### src/rtl/fwd_pkg.sv
`default_nettype none
// ============================================================================
//  Module      : fwd_pkg
//  Description : Shared types and constants for the forwarding / scoreboard
//                unit (operand source select, stage record, x0 index).
//  Revision    : 1.0 - initial release
// ============================================================================
package fwd_pkg;

  // Default configuration widths; the modules themselves stay parametric.
  localparam int unsigned c_XLEN_DEF  = 32;
  localparam int unsigned c_NREGS_DEF = 32;
  localparam int unsigned c_RW_DEF    = $clog2(c_NREGS_DEF);

  // Architectural zero register: never a hazard, never tracked.
  localparam int unsigned c_X0 = 0;

  typedef logic [c_RW_DEF-1:0] reg_idx_t;

  // Where a resolved operand comes from.
  typedef enum logic [1:0] {
    SRC_RF    = 2'd0,
    SRC_STAGE = 2'd1,
    SRC_LLWB  = 2'd2
  } fwd_src_e;

  // One in-flight pipeline stage as seen by the forwarding network.
  typedef struct packed {
    logic                  valid;
    reg_idx_t              rd;
    logic [c_XLEN_DEF-1:0] data;
    logic                  rdy;
  } fwd_stage_t;

endpackage : fwd_pkg
`default_nettype wire

### src/rtl/fwd_port_resolve.sv
`default_nettype none
// ============================================================================
//  Module      : fwd_port_resolve
//  Description : Operand resolution for a single register read port:
//                stage forwarding (youngest wins), same-cycle long-latency
//                writeback bypass, scoreboard check, register-file fallback.
//  Revision    : 1.0 - initial release
// ============================================================================
module fwd_port_resolve
  import fwd_pkg::*;
#(
  parameter int unsigned XLEN    = 32,
  parameter int unsigned RW      = 5,
  parameter int unsigned NUM_FWD = 2
) (
  input  logic [RW-1:0]                 i_rs,
  input  logic                          i_used,
  input  logic [XLEN-1:0]               i_rf_data,
  input  logic [NUM_FWD-1:0]            i_fwd_valid,
  input  logic [NUM_FWD-1:0][RW-1:0]    i_fwd_rd,
  input  logic [NUM_FWD-1:0][XLEN-1:0]  i_fwd_data,
  input  logic [NUM_FWD-1:0]            i_fwd_rdy,
  input  logic                          i_wb_valid,
  input  logic [RW-1:0]                 i_wb_rd,
  input  logic [XLEN-1:0]               i_wb_data,
  input  logic                          i_pend_nz,
  output logic [XLEN-1:0]               o_data,
  output logic                          o_hazard
);

  fwd_src_e        w_src;
  logic            w_hit;
  logic            w_hit_rdy;
  logic [XLEN-1:0] w_hit_data;

  // Pick the operand source; scanning oldest-to-youngest lets the youngest match overwrite.
  always_comb begin
    w_src      = SRC_RF;
    w_hit      = 1'b0;
    w_hit_rdy  = 1'b0;
    w_hit_data = '0;
    o_hazard   = 1'b0;
    if (i_used && (i_rs != RW'(c_X0))) begin
      for (int s = NUM_FWD - 1; s >= 0; s--) begin
        if (i_fwd_valid[s] && (i_fwd_rd[s] == i_rs)) begin
          w_hit      = 1'b1;
          w_hit_rdy  = i_fwd_rdy[s];
          w_hit_data = i_fwd_data[s];
        end
      end
      if (w_hit) begin
        if (w_hit_rdy) w_src = SRC_STAGE;
        else           o_hazard = 1'b1;   // load-use: older stages must not be used
      end else if (i_wb_valid && (i_wb_rd == i_rs)) begin
        w_src = SRC_LLWB;
      end else if (i_pend_nz) begin
        o_hazard = 1'b1;
      end
    end
  end

  // Operand mux driven by the selected source.
  always_comb begin
    case (w_src)
      SRC_STAGE: o_data = w_hit_data;
      SRC_LLWB:  o_data = i_wb_data;
      default:   o_data = i_rf_data;
    endcase
  end

endmodule : fwd_port_resolve
`default_nettype wire

### src/rtl/fwd_scoreboard_unit.sv
`default_nettype none
// ============================================================================
//  Module      : fwd_scoreboard_unit
//  Description : Multi-port operand forwarding with a per-register pending
//                write scoreboard for long-latency producers, stall
//                generation and a saturating stall-cycle counter.
//  Revision    : 1.0 - initial release
// ============================================================================
module fwd_scoreboard_unit
  import fwd_pkg::*;
#(
  parameter  int unsigned XLEN    = 32,
  parameter  int unsigned NREGS   = 32,
  parameter  int unsigned NUM_RS  = 2,
  parameter  int unsigned NUM_FWD = 2,
  parameter  int unsigned PEND_W  = 2,
  localparam int unsigned RW      = $clog2(NREGS)
) (
  input  logic                          clk_i,
  input  logic                          rst_ni,
  input  logic [NUM_FWD-1:0]            fwd_valid_i,
  input  logic [NUM_FWD-1:0][RW-1:0]    fwd_rd_i,
  input  logic [NUM_FWD-1:0][XLEN-1:0]  fwd_data_i,
  input  logic [NUM_FWD-1:0]            fwd_rdy_i,
  input  logic [NUM_RS-1:0][RW-1:0]     rs_i,
  input  logic [NUM_RS-1:0]             rs_used_i,
  input  logic [NUM_RS-1:0][XLEN-1:0]   rs_data_i,
  output logic [NUM_RS-1:0][XLEN-1:0]   rs_data_ao,
  output logic                          stall_ao,
  input  logic                          ll_issue_valid_i,
  input  logic [RW-1:0]                 ll_issue_rd_i,
  output logic                          ll_issue_ready_o,
  input  logic                          ll_wb_valid_i,
  input  logic [RW-1:0]                 ll_wb_rd_i,
  input  logic [XLEN-1:0]               ll_wb_data_i,
  output logic                          sb_err_o,
  output logic [31:0]                   stall_cnt_o
);

  logic [PEND_W-1:0] r_pend      [NREGS];
  logic [PEND_W-1:0] w_pend_next [NREGS];
  logic              r_sb_err;
  logic [31:0]       r_stall_cnt;

  logic [NUM_RS-1:0] w_hazard;
  logic [NUM_RS-1:0] w_pend_nz;
  logic              w_inc;
  logic              w_dec;
  logic              w_same;
  logic              w_err_set;

  generate
    for (genvar p = 0; p < NUM_RS; p++) begin : g_port
      assign w_pend_nz[p] = (r_pend[rs_i[p]] != '0);

      fwd_port_resolve #(
        .XLEN    (XLEN),
        .RW      (RW),
        .NUM_FWD (NUM_FWD)
      ) u_resolve (
        .i_rs        (rs_i[p]),
        .i_used      (rs_used_i[p]),
        .i_rf_data   (rs_data_i[p]),
        .i_fwd_valid (fwd_valid_i),
        .i_fwd_rd    (fwd_rd_i),
        .i_fwd_data  (fwd_data_i),
        .i_fwd_rdy   (fwd_rdy_i),
        .i_wb_valid  (ll_wb_valid_i),
        .i_wb_rd     (ll_wb_rd_i),
        .i_wb_data   (ll_wb_data_i),
        .i_pend_nz   (w_pend_nz[p]),
        .o_data      (rs_data_ao[p]),
        .o_hazard    (w_hazard[p])
      );
    end
  endgenerate

  // A saturated destination counter blocks the issue by stalling decode.
  assign ll_issue_ready_o = (r_pend[ll_issue_rd_i] != {PEND_W{1'b1}});
  assign stall_ao         = (|w_hazard) | (ll_issue_valid_i & ~ll_issue_ready_o);

  assign w_inc  = ll_issue_valid_i & ~stall_ao & (ll_issue_rd_i != RW'(c_X0));
  assign w_dec  = ll_wb_valid_i & (ll_wb_rd_i != RW'(c_X0));
  assign w_same = w_inc & w_dec & (ll_issue_rd_i == ll_wb_rd_i);

  // Next scoreboard state: an issue and a writeback to one register cancel out.
  always_comb begin
    w_pend_next = r_pend;
    w_err_set   = 1'b0;
    if (w_inc && !w_same) begin
      w_pend_next[ll_issue_rd_i] = r_pend[ll_issue_rd_i] + 1'b1;
    end
    if (w_dec && !w_same) begin
      if (r_pend[ll_wb_rd_i] == '0) w_err_set = 1'b1;
      else w_pend_next[ll_wb_rd_i] = r_pend[ll_wb_rd_i] - 1'b1;
    end
  end

  // Scoreboard, sticky error and saturating stall counter registers.
  always_ff @(posedge clk_i or negedge rst_ni) begin
    if (!rst_ni) begin
      for (int r = 0; r < NREGS; r++) r_pend[r] <= '0;
      r_sb_err    <= 1'b0;
      r_stall_cnt <= '0;
    end else begin
      r_pend <= w_pend_next;
      if (w_err_set) r_sb_err <= 1'b1;
      if (stall_ao && (r_stall_cnt != 32'hFFFF_FFFF)) r_stall_cnt <= r_stall_cnt + 32'd1;
    end
  end

  assign sb_err_o    = r_sb_err;
  assign stall_cnt_o = r_stall_cnt;

endmodule : fwd_scoreboard_unit
`default_nettype wire

### config.mk
export PLATFORM = sky130hd
export DESIGN_NAME = fwd_scoreboard_unit
export DESIGN_NICKNAME = d
export VERILOG_FILES = /design/src/rtl/fwd_pkg.sv /design/src/rtl/fwd_port_resolve.sv /design/src/rtl/fwd_scoreboard_unit.sv
export SDC_FILE = /design/constraint.sdc
export NUM_CORES = 1
export LEC_CHECK = 0
export BUFFER_PORTS_ARGS = -buffer_cell sky130_fd_sc_hd__buf_2
export CORE_ASPECT_RATIO = 0.7
export CORE_MARGIN = 3
export CORE_UTILIZATION = 35
export CTS_BUF_LIST = sky130_fd_sc_hd__clkbuf_8 sky130_fd_sc_hd__clkbuf_16
export DETAILED_ROUTE_END_ITERATION = 8
export PLACE_DENSITY_LB_ADDON = 0.2
export SYNTH_ARGS = -nofsm -noshare
export SYNTH_HDL_FRONTEND = slang
export SYNTH_SLANG_ARGS = --single-unit
### constraint.sdc
create_clock -name clk_i -period 4.73 [get_ports clk_i]
set_clock_uncertainty 0.1 [all_clocks]
set_input_delay 0.2365 -clock clk_i [delete_from_list [all_inputs] [get_ports clk_i]]
set_output_delay 0.2365 -clock clk_i [all_outputs]
set_load 0.005 [all_outputs]
==> flow_summary.yaml <==
global_routing:
  grt_usage_pct: 25.3
  overflow: 0
  antenna_found_initial: 1
  grt_start_max_net_pins: 59
  grt_first_pass_wirelength_mm: 57.6
  grt_pass1_vias: 9647
placed_design:
  dp.cells: 1674
  hpwl_mm: 29.0
  placed_area_um2: 11200
  portBuffers: 298
  gp_congestion: 0.950
  preCtsSetupSlack_ps: 594
pwr:
  p_leak_uw: 0.00502
  power_uw: 4290
  ir_drop_mv: 0.222
  powerDensity_nw_per_um2: 374
clock_network:
  clockBufferDepth: 2
  root_buffer: "clkbuf_16"
  clkSinkCount: 97
  worstSkewPairLatency_ps: 370
  cts_buffers: 9
  cts_tree: "done"
  htree_num_levels: 3
  cts_resized: 0
  clk_pin_slew_ps: 80
critical_path:
  slowest_delay_ps: 600
  worstPathArrival_ps: 4020
  r2r-start: "r_pend[0]"
  start_kind: "input port"
  crit_chain: "buf_2, mux4_2, a22oi_1, and4_1, inv_1, ha_1, nand2_1, inv_1, a221oi_2, o21ai_2, nor4b_4, buf_12, and2_1, a22oi_1, mux2i_1"
  slowest_stage: "mux4_2"
  critical_path_class: "input port to flip-flop"
  critical_path.max_fanout: 38
  worst-path-buf-inv: 4
  r2r_cells: 14
  crit_family: "simple AND/OR/NAND/NOR gates"
  required_ps: 4920
  endpoint_kind: "flip-flop"
  r2r_slack_ps: 960
  crit_cells: 15
  r2r_end: "r_pend[16]"
yosys:
  synth_area_um2: 9440
  synth_ff_type: "dfrtp_1"
  synth.top_cell.area_share_pct: 25.7
  synthArstFlopShare_pct: 100
  avgSynthCellArea_um2: 8.63
  synthCells: 1094
  ys_ff_latch: 97
  yosysMostFrequentCell: "nand2_1"
  synth-warning-count: 0
  syn-num-nets: 1301
  seq_area_frac_synth_pct: 25.7
  synth_area_leaders: "dfrtp_1 (26%), mux2i_1 (9.5%), mux4_2 (9.3%)"
  synthTopCellsByCount: "nand2_1 (103), dfrtp_1 (97), mux2i_1 (90), a22oi_1 (80), nor2_1 (78)"
  yosys.area.top_type: "dfrtp_1"
  yosysUniqueCellTypes: 74
  synth_edf_count: 0
routing:
  dr.pass1.iters: 5
  routed_via_density: 6.00
  antenna_left: 0
  wire_per_inst_um: 22.8
  drt_iter0_drc: 1063
  drt-total-wl_mm: 38.5
  drc: 0
  vias: 10200
die:
  pin_count: 299
  core_um2: 26100
  die_x_um: 202
  num_rows: 49
  dieHeight_um: 143
  initial_core_util_pct: 36.2
  die_area_um2: 29000
run_status:
  outcome: "completed"
sta:
  relSlewSlack_pct: 25.1
  hold_violations: 0
  fin_crit_ps: 3830
  max_freq_mhz: 261
  setup_viol: 0
  slew_violations: 0
  rsz0062_at_grt: "false"
  tns_ps: 0
  tightest_slew_ps: 1120
  layout_setup_ws_ps: 901
  min_period_over_period_pct: 81.0
hold_path:
  hp-class: "input port to flip-flop"
  hold_path.startpoint: "ll_wb_valid_i"
  hold_path_end: "sb_err_o"
  whs_path_depth: 4
cells_and_area:
  area_growth_pct: 21.5
  layout.nets: 1536
  final_area_um2: 11500
  num_antenna_cells: 0
  instances_no_fill: 1691
  drive_gt1_share_pct: 31.8
flow_run:
  max_cap_viol_count: 0
cell usage in the layout (no fill, tap or decap), drive strengths merged, types with 3 or more instances in the layout:
| master | synthesis | layout |
|---|---|---|
| and4 | 4 | 4 |
| a22oi | 80 | 80 |
| ha | 7 | 7 |
| nor3b | 9 | 9 |
| mux2i | 90 | 90 |
| clkbuf | 65 | 9 |
| o2bb2ai | 3 | 3 |
| a2bb2oi | 7 | 7 |
| nand3 | 45 | 45 |
| nor3 | 37 | 37 |
| inv | 27 | 30 |
| nor4b | 3 | 3 |
| a211oi | 3 | 3 |
| xor2 | 34 | 34 |
| nor4 | 28 | 28 |
| mux2 | 5 | 5 |
| and2 | 10 | 10 |
| xnor2 | 32 | 32 |
| or4 | 3 | 3 |
| a221oi | 8 | 8 |
| buf | 37 | 325 |
| and3 | 6 | 6 |
| nand3b | 5 | 5 |
| a21oi | 51 | 51 |
| or3b | 3 | 3 |
| nand2 | 104 | 104 |
| o21ai | 70 | 70 |
| or3 | 5 | 5 |
| dfrtp | 97 | 97 |
| a22o | 33 | 33 |
| a32oi | 3 | 3 |
| mux4 | 39 | 39 |
| nor2b | 6 | 6 |
| nand4b | 3 | 3 |
| nor2 | 90 | 90 |
| nand4 | 12 | 12 |
| o22ai | 9 | 9 |
tightest hold or removal path, delay by kind of cell:
| family | cells | cell delay [ps] |
|---|---|---|
| compound gates | 2 | 250 |
| buf+inv | 1 | 170 |
| simple gates | 1 | 100 |
through the flow:
stage | hold WS, ps | utilization, %
finish | 346 | 43.9
CTS | 306 | 43.9
global route | 355 | 43.9
floorplan | -159 | -
detailed placement | 250 | 42.7
global placement | 251 | 42.7
repair_timing:
action                                 in CTS  in global routing
endpoints found under the hold margin      57                  0
buffers inserted                            0                  0
setup endpoints to repair                   0                  0
hold buffers                                1                  0
metal layers:
metal / global-route usage, % / wire length (µm) / up-vias
met1: 38.1 / 17500 / 4995
li1: - / - / 4576
met4: 4.04 / 267 / 2
met5: 0 / 8 / -
met2: 35.2 / 16400 / 549
met3: 8.76 / 4330 / 31
flip-flops by register name, indices dropped and copies added, names as in the netlist:
name / cells
r_pend: 64
stall_cnt_o: 32
sb_err_o: 1
how the worst max path moves through the flow:
stage / start / end / slack, ps
2_1_floorplan: ll_issue_rd_i[0] / r_pend[34] / 1090
3_3_place_gp: ll_issue_rd_i[0] / r_pend[36] / 640
3_5_place_dp: ll_issue_rd_i[0] / r_pend[16] / 590
4_1_cts: ll_issue_rd_i[0] / r_pend[4] / 980
5_1_grt: ll_issue_rd_i[0] / r_pend[0] / 630
6_report: ll_issue_rd_i[0] / r_pend[16] / 900
cell families (layout without fill, tap and decap cells):
kind of cell | Yosys count | after routing | synth area share, %
simple gates | 377 | 377 | 21.0
compound gates | 284 | 284 | 20.4
mux | 134 | 134 | 19.6
buf+inv | 129 | 369 | 6.23
flops | 97 | 97 | 25.7
xor+xnor | 66 | 66 | 6.12
fa+ha+maj | 7 | 7 | 0.928
layout make-up:
type                       count  area [µm²]
inverter                      27         101
timing repair buffer         326        1730
sequential                    97        2430
fill                        2668       14600
multi-input combinational    868        6460
tap                          357         447
clock buffer                   9         225
clock inverter                 7        87.6
report_power, final:
| part | total (µW) | internal [µW] | switching (µW) |
|---|---|---|---|
| Sequential | 1550 | 1100 | 441 |
| Clock | 793 | 422 | 371 |
| Combinational | 1950 | 864 | 1090 |
| Total | 4290 | 2390 | 1900 |
No activity file was read; power rests on OpenSTA's default activity.
